<file path="src/rtl/interrupt_register.sv">
// Eight sticky pending-interrupt bits: each bit sets while its request input is
// high at a rising clock edge and holds until cleared by index or by reset.
module interrupt_register (
    input  logic       CLK,
    input  logic       RST_N,
    input  logic       North_Button,
    input  logic       East_Button,
    input  logic       South_Button,
    input  logic       West_Button,
    input  logic       Sw3,
    input  logic       Sw2,
    input  logic       Sw1,
    input  logic       Sw0,
    input  logic [3:0] CLR,
    output logic [7:0] State
);

    logic [7:0] req;
    logic [7:0] clr_mask;
    logic [7:0] state_d;
    logic [7:0] state_q;

    assign req = {Sw3, Sw2, Sw1, Sw0, North_Button, East_Button, South_Button, West_Button};

    // CLR[3] low selects one bit to clear; CLR values 8..15 clear nothing.
    always_comb begin
        clr_mask = 8'h00;
        if (!CLR[3]) begin
            clr_mask[CLR[2:0]] = 1'b1;
        end
    end

    // The request OR comes after the clear, so a set and a clear on the same bit leaves it set.
    always_comb begin
        state_d = (state_q & ~clr_mask) | req;
    end

    always_ff @(posedge CLK or negedge RST_N) begin
        if (!RST_N) begin
            state_q <= 8'h00;
        end else begin
            state_q <= state_d;
        end
    end

    assign State = state_q;

endmodule

</file>
<file path="config.mk">
export PLATFORM = sky130hd
export DESIGN_NAME = interrupt_register
export DESIGN_NICKNAME = d
export VERILOG_FILES = /design/src/rtl/interrupt_register.sv
export SDC_FILE = /design/constraint.sdc
export NUM_CORES = 1
export LEC_CHECK = 0
export BUFFER_PORTS_ARGS = -buffer_cell sky130_fd_sc_hd__buf_2
export CAP_MARGIN = 5
export CORE_AREA = 5 5 42 44
export DETAILED_ROUTE_END_ITERATION = 10
export DIE_AREA = 0 0 47 49
export GPL_TIMING_DRIVEN = 0
export SLEW_MARGIN = 20
export SYNTH_ARGS = -nofsm -noshare
export SYNTH_HDL_FRONTEND = slang
export SYNTH_SLANG_ARGS = --single-unit
</file>
<file path="constraint.sdc">
create_clock -name CLK -period 1 [get_ports CLK]
set_clock_uncertainty 0.1 [all_clocks]
set_input_delay 0.2 -clock CLK [delete_from_list [all_inputs] [get_ports CLK]]
set_output_delay 0.2 -clock CLK [all_outputs]
set_load 0.05 [all_outputs]
</file>
==> results of run 1 <==
[kinds of logic (layout without fill, tap and decap cells)]
group / count (synthesis) / in the layout / share of synthesized area (%)
and+or+nand+nor: 8 / 8 / 23.2
DFF: 8 / 8 / 58.8
AOI/OAI and AO/OA: 8 / 8 / 18.0
buffers and inverters: 0 / 30 / 0
[final timing paths]
check	from	slack, ns	depth (start not counted)	endpoint
hold / removal	North_Button	0.02	2	State[3]$_DFF_PN0_
setup reg to reg	State[0]$_DFF_PN0_	0.02	4	State[0]$_DFF_PN0_
max in group asynchronous	RST_N	0.39	2	State[7]$_DFF_PN0_
hold reg to reg	State[5]$_DFF_PN0_	0.40	1	State[5]$_DFF_PN0_
min in group asynchronous	RST_N	0.23	2	State[1]$_DFF_PN0_
setup / recovery	State[3]$_DFF_PN0_	-0.10	1	State[3]
[what timing repair did]
action / CTS / global route
endpoints found under the hold margin: 8 / 0
pin swaps: 0 / 4
setup endpoints to repair: 8 / 11
buffers inserted: 2 / 3
gates resized for setup: 16 / 14
hold buffers: 1 / 0
[cell usage after synthesis]
cell type  n
nand2b_1   1
or4b_1     3
dfrtp_1    8
nand4b_1   1
a21o_1     7
o41ai_1    1
nand4bb_1  3
[report_power, final]
group,internal (mW),switching [mW],leakage [nW]
sequential,0.335,0.00778,0.0730
clock,0.137,0.110,0.0138
combinational,0.0783,0.0815,0.174
total,0.551,0.200,0.261
[routing by layer]
| metal | vias to the layer above | track usage (%) | share of wire, % | wire length (um) |
|---|---|---|---|---|
| met1 | 158 | 12.1 | 45 | 413 |
| met4 | 0 | 4.15 | 0 | 0 |
| met2 | 18 | 13.1 | 44 | 412 |
| met3 | 0 | 2.95 | 11 | 100 |
| met5 | - | 0 | 0 | 0 |
| li1 | 157 | - | - | - |
[area by class of cell]
cell class / instances / area (sq um)
fillers: 145 / 779
repair buffers: 27 / 224
flip-flops and latches: 8 / 200
multi-input cells: 16 / 155
clock buffers: 3 / 22.5
well taps: 16 / 20.0
[metrics by stage]
stage,instance area [sq um],hold WS [ns],utilization (%)
final,622,0.0239,44.4
after global routing,622,0.0157,44.4
after CTS,563,0.0144,40.2
after detailed placement,465,-0.0389,33.2
after global placement,465,-0.0444,33.2
after floorplan,340,-0.196,-
==> out/results.ini, run 1 <==
[floorplan]
fp.dieH_um=49
chipWidth_um=47
ioPinCount=22
die_area_sq_mm=0.00230
num_rows=14
initial_core_util_pct=24.3
core_sq_mm=0.00140

[timing]
hold_violations=0
finalMaxSlewViolations=0
setup_ws_ns=-0.105
period_share_pct=110
max_freq_mhz=905
setup_tns_ns=-0.761
max_slew_margin_pct=84.4
setup_viol=8
post-route-min-period_ns=1.10
rsz0062_at_grt=true
worstMarginPinSlew_ns=0.231

[placed_design]
place_ws_ns=-0.271
gp_congestion=0.633
dp.cells=61
numPortBuffers=21
dp_hpwl_um=649

[power_and_ir_drop]
cellPowerDensity_mw_per_mm2=1210
total_power_mw=0.751
ir_worst_vdd_uv=631
leakage_nw=0.261

[grt]
grt_usage_pct=9.14
grt_pass1_wl_um=1570
antenna_found_initial=0
overflow=0
grt_pass1_vias=360
grt_max_degree=9

[critical_path]
timing.critical_path.cells=buf_6
path_class=flip-flop to primary output
cp_max_fo=2
cp_slowest_cell=dfrtp_1
worstPathArrival_ns=0.80
path_buf_inv=1
start_kind=flip-flop
critPathTopFamily=flip-flops
end_kind=primary output
slowest_delay_ns=0.39
critPathRequiredTime_ns=0.70

[final_layout]
largest_reg_flops=8
antenna_cells=0
drive_above_1_share_pct=59.3
mostFrequentLayoutCell=buf_6
layout_common_cells=buf_6, buf_2, dfrtp_1, a21o_1, buf_4
syn2layout_area_growth_pct=82.7
fin_cells=70
nNetsFinal=70

[clock_tree]
clock_sinks=8
cts_buffer_depth=2
clk_pin_slew_ns=0.05
cts_buffers=3
cts_htree_levels=1
root_buffer=clkbuf_4
clock_latency_ns=0.25
cts_tree=built

[run]
drv_cap=0

[synth]
yosysTopAreaCell=dfrtp_1
yosys-top-cells-area=dfrtp_1, a21o_1, nand4bb_1, or4b_1, nand4b_1
yosysWarningCount=0
synth.distinct_cells=7
synth_area_sq_um=340
yosysTopAreaCellShare_pct=58.8
syn_nets=38
syn_inst=24
ys_ff_latch=8
syn_avg_cell_area_sq_um=14.2
seq_area_frac_synth_pct=58.8

[routing]
via_count=333
drt_iter0_markers=3
drcViolationCount=0
vias_per_cell=4.76
antenna_left=0
avgRoutedWirePerCell_um=13.2
dr.pass1.iters=4
routed_wl_um=926

[min_path]
hold_class=input port to flip-flop

[status]
status=complete, but fails checks
violations=negative setup slack

Note: power is estimated with default switching activity, not from simulation.
==> run 2: changes to the inputs <==
--- a/config.mk
+++ b/config.mk
@@ -7,9 +7,9 @@
 export LEC_CHECK = 0
 export BUFFER_PORTS_ARGS = -buffer_cell sky130_fd_sc_hd__buf_2
 export CAP_MARGIN = 5
-export CORE_AREA = 5 5 42 44
+export CORE_AREA = 2 2 39 41
 export DETAILED_ROUTE_END_ITERATION = 10
-export DIE_AREA = 0 0 47 49
+export DIE_AREA = 0 0 41 43
 export GPL_TIMING_DRIVEN = 0
 export SLEW_MARGIN = 20
 export SYNTH_ARGS = -nofsm -noshare
==> constraint.sdc (replaced) <==
create_clock -name CLK -period 1.4 [get_ports CLK]
set_clock_uncertainty 0.1 [all_clocks]
set_input_delay 0.28 -clock CLK [delete_from_list [all_inputs] [get_ports CLK]]
set_output_delay 0.28 -clock CLK [all_outputs]
set_load 0.05 [all_outputs]
==> out/results.ini, run 2 (synthesized netlist as in run 1, its figures left out) <==
[final_layout]
postLayoutCoreUtil_pct=36.0
syn2layout_area_growth_pct=46.3
nNetsFinal=65
antenna_cells=0
largest_reg_flops=8
mostFrequentLayoutCell=buf_2
n_fill_cell=150
drive_above_1_share_pct=49.0
layout_common_cells=buf_2, dfrtp_1, a21o_1

[critical_path]
timing.critical_path.cells=buf_2
end_kind=primary output
timing.rr.end=State[6]$_DFF_PN0_
cp_max_fo=2
cp_slowest_cell=dfrtp_1
r2r_start=State[6]$_DFF_PN0_
slowest_delay_ns=0.35
path_buf_inv=1
path_class=flip-flop to primary output
critical_path_depth=1
rrSetupSlack_ns=0.66
worstPathArrival_ns=0.86
critPathTopFamily=flip-flops
crit_start=State[6]$_DFF_PN0_
cp-endpoint=State[6]
critPathRequiredTime_ns=1.02
start_kind=flip-flop
rr_worst_depth=1

[grt]
overflow=0
grt_pass1_vias=292
grt_usage_pct=10.5
grt_max_degree=9
grt_pass1_wl_um=1170
antenna_found_initial=0

[clock_tree]
cts_buffers=3
cts_htree_levels=1
clock_sinks=8
root_buffer=clkbuf_4
clock_latency_ns=0.25
cts_buffer_depth=2
cts_tree=built
cts_resized=0
clk_pin_slew_ns=0.05

[floorplan]
initial_core_util_pct=24.6
fp.dieH_um=43
die_area_sq_mm=0.00176
num_rows=14
core_sq_mm=0.00138
ioPinCount=22
chipWidth_um=41

[routing]
antenna_left=0
via_count=301
vias_per_cell=4.63
routed_wl_um=811
drt_iter0_markers=0
drcViolationCount=0
avgRoutedWirePerCell_um=12.5
dr.pass1.iters=1

[placed_design]
dp_hpwl_um=595
numPortBuffers=21
gp_congestion=0.606

[timing]
worstMarginPinSlew_ns=0.287
rsz0062_at_grt=false
finalMaxSlewViolations=0
max_slew_margin_pct=80.6
setup_viol=0
post-route-min-period_ns=1.24
fin_hold_ws_ns=0.104
hold_violations=0
period_share_pct=88.8
setup_tns_ns=0
max_freq_mhz=805

[power_and_ir_drop]
p_switching_mw=0.137
power.share.clock_pct=34.8
cellPowerDensity_mw_per_mm2=1020
p_sw_share_pct=27.0
total_power_mw=0.506
leakage_nw=0.196
p_comb_share_pct=17.2
internal_power_mw=0.369
seq_power_share_pct=48.0
ir_worst_vdd_uv=293

[status]
status=complete, no violations

[min_path]
hp-start=North_Button
hold_class=input port to flip-flop

[run]
drv_cap=0

## run 2: layout make-up
| type | instances | area [sq um] | area share, % |
|---|---|---|---|
| tap | 16 | 20.0 | 4.02 |
| clock buffer | 3 | 22.5 | 4.52 |
| timing repair buffer | 22 | 115 | 23.1 |
| multi-input combinational | 16 | 140 | 28.1 |
| sequential | 8 | 200 | 40.2 |
## run 2: metal layers
| metal | global-route usage (%) | routed length [um] | share of wire [%] | vias up |
|---|---|---|---|---|
| met5 | 0 | 0 | 0 | - |
| met1 | 13.0 | 392 | 48 | 131 |
| li1 | - | - | - | 149 |
| met4 | 10.0 | 0 | 0 | 0 |
| met2 | 12.8 | 311 | 38 | 21 |
| met3 | 4.19 | 108 | 13 | 0 |
## run 2: worst min-delay path by stage
stage                         endpoint  cells past startpoint
finish              State[3]$_DFF_PN0_                      2
global route        State[3]$_DFF_PN0_                      2
CTS                 State[7]$_DFF_PN0_                      2
detailed placement  State[7]$_DFF_PN0_                      1
global placement    State[7]$_DFF_PN0_                      1
floorplan           State[0]$_DFF_PN0_                      0
## run 2: power by group through the flow
stage / registers [mW] / clock network (mW) / logic (mW)
3_3_place_gp: 0.247 / 0 / 0.0845
2_1_floorplan: 0.276 / 0 / 0.0147
4_1_cts: 0.243 / 0.188 / 0.0879
3_5_place_dp: 0.247 / 0 / 0.0857
5_1_grt: 0.244 / 0.199 / 0.0934
6_report: 0.243 / 0.176 / 0.0871
## run 2: metrics by stage
stage | setup slack [ns] | area (sq um) | cells
after floorplan | 0.225 | 340 | 24
after global placement | 0.0593 | 465 | 61
after detailed placement | 0.0495 | 465 | 61
after CTS | 0.140 | 498 | 65
after global routing | 0.118 | 498 | 65
final | 0.157 | 498 | 65
## run 2: timing repair
item	4_1_cts	5_1_grt
hold buffers	1	0
endpoints found under the hold margin	8	0
setup buffers	0	0
==> run 3: changes to the inputs <==
--- a/config.mk
+++ b/config.mk
@@ -5,12 +5,14 @@
 export SDC_FILE = /design/constraint.sdc
 export NUM_CORES = 1
 export LEC_CHECK = 0
+export ABC_CLOCK_PERIOD_IN_PS = 1400
 export BUFFER_PORTS_ARGS = -buffer_cell sky130_fd_sc_hd__buf_2
 export CAP_MARGIN = 5
 export CORE_AREA = 2 2 39 41
 export DETAILED_ROUTE_END_ITERATION = 10
 export DIE_AREA = 0 0 41 43
 export GPL_TIMING_DRIVEN = 0
+export SETUP_SLACK_MARGIN = 0.2
 export SLEW_MARGIN = 20
 export SYNTH_ARGS = -nofsm -noshare
 export SYNTH_HDL_FRONTEND = slang
==> out/results.ini, run 3 (synthesized netlist as in run 1, its figures left out) <==
[status]
status=complete, no violations

[routing]
avgRoutedWirePerCell_um=12.8
via_count=328
dr.pass1.iters=6
wl_met2_um=352
routed_wl_um=858
drt_iter0_markers=2
antenna_left=0
dr_wl_met3_um=107
drt-met1-wl_um=398
top_layer=met3
drcViolationCount=0
vias_per_cell=4.90

[critical_path]
worstPathArrival_ns=0.80
cp_max_fo=2
start_kind=flip-flop
end_kind=primary output
critPathRequiredTime_ns=1.02
cp_slowest_cell=dfrtp_1
timing.critical_path.cells=buf_6
slowest_delay_ns=0.39
path_class=flip-flop to primary output
critPathTopFamily=flip-flops
path_buf_inv=1

[floorplan]
core_sq_mm=0.00138
chipWidth_um=41
fp.dieH_um=43
die_area_sq_mm=0.00176
num_rows=14
initial_core_util_pct=24.6
ioPinCount=22

[grt]
antenna_found_initial=0
grt_pass1_wl_um=1320
grt_max_degree=9
overflow=0
grt_usage_pct=11.5
grt_pass1_vias=330

[placed_design]
gp_congestion=0.606
numPortBuffers=21
dp.cells=61
dp_hpwl_um=595
place_ws_ns=0.0495

[timing]
rsz0062_at_grt=true
worstMarginPinSlew_ns=0.307
finalMaxSlewViolations=0
max_slew_margin_pct=79.3
setup_viol=0
period_share_pct=84.5
max_freq_mhz=845
setup_tns_ns=0
post-route-min-period_ns=1.18
setup_ws_ns=0.217
hold_violations=0

[clock_tree]
cts_buffer_depth=2
clk_pin_slew_ns=0.06
cts_tree=built
cts_htree_levels=1
clock_sinks=8
cts_buffers=3
root_buffer=clkbuf_4
clock_latency_ns=0.25

[power_and_ir_drop]
ir_worst_vdd_uv=313
cellPowerDensity_mw_per_mm2=929
leakage_nw=0.232

[final_layout]
nNetsFinal=67
fin_cells=67
layout_common_cells=buf_2, dfrtp_1, buf_6, a21o_1
syn2layout_area_growth_pct=65.4
largest_reg_flops=8
antenna_cells=0
drive_above_1_share_pct=51.0
n_fill_cell=141
mostFrequentLayoutCell=buf_2

[run]
drv_cap=0

[min_path]
hold_class=input port to flip-flop

## run 3: path summary, 6_finish.rpt
check	startpoint	endpoint	slack, ns	cells past startpoint
max	State[3]$_DFF_PN0_	State[3]	0.22	1
min	North_Button	State[3]$_DFF_PN0_	0.10	2
max reg2reg	State[0]$_DFF_PN0_	State[0]$_DFF_PN0_	0.52	3
min reg2reg	State[5]$_DFF_PN0_	State[5]$_DFF_PN0_	0.41	1
max in group asynchronous	RST_N	State[5]$_DFF_PN0_	0.74	2
min in group asynchronous	RST_N	State[6]$_DFF_PN0_	0.29	2
## run 3: worst register-to-register path: stages (launching register included)
cell	delay [ns]
dfrtp_1	0.38
buf_4	0.13
o41ai_1	0.06
nand2b_1	0.09
## run 3: cell type report
type,instances,area (sq um),share of cell area [%]
Sequential cell,8,200,35.6
Clock buffer,3,22.5,4.00
Multi-Input combinational cell,16,140,24.9
Timing Repair Buffer,24,180,32.0
Tap cell,16,20.0,3.56
## run 3: layer usage
metal	up-vias	GRT usage, %
met5	-	0
li1	153	-
met2	21	15.0
met3	0	4.71
met4	0	10.0
met1	154	13.7
## run 3: stage by stage
step	util [%]	hold slack (ns)	power [mW]	area, sq um
floorplan	-	-0.116	0.291	340
global placement	33.6	0.0338	0.332	465
detailed placement	33.6	0.0348	0.333	465
CTS	39.6	0.0972	0.530	548
global route	40.7	0.101	0.552	563
finish	40.7	0.100	0.523	563
## run 3: repair_timing
action                                  CTS  global route
setup buffers                             0             2
endpoints found under the setup margin    8             6
hold buffers                              1             0
gates resized for setup                  16             0
pin swaps                                 0             0
hold endpoints to repair                  8             0
## run 3: where the power goes
part	total (mW)	switching [mW]	internal, mW
combinational	0.0999	0.0559	0.0440
clock	0.178	0.0800	0.0982
sequential	0.245	0.00564	0.239
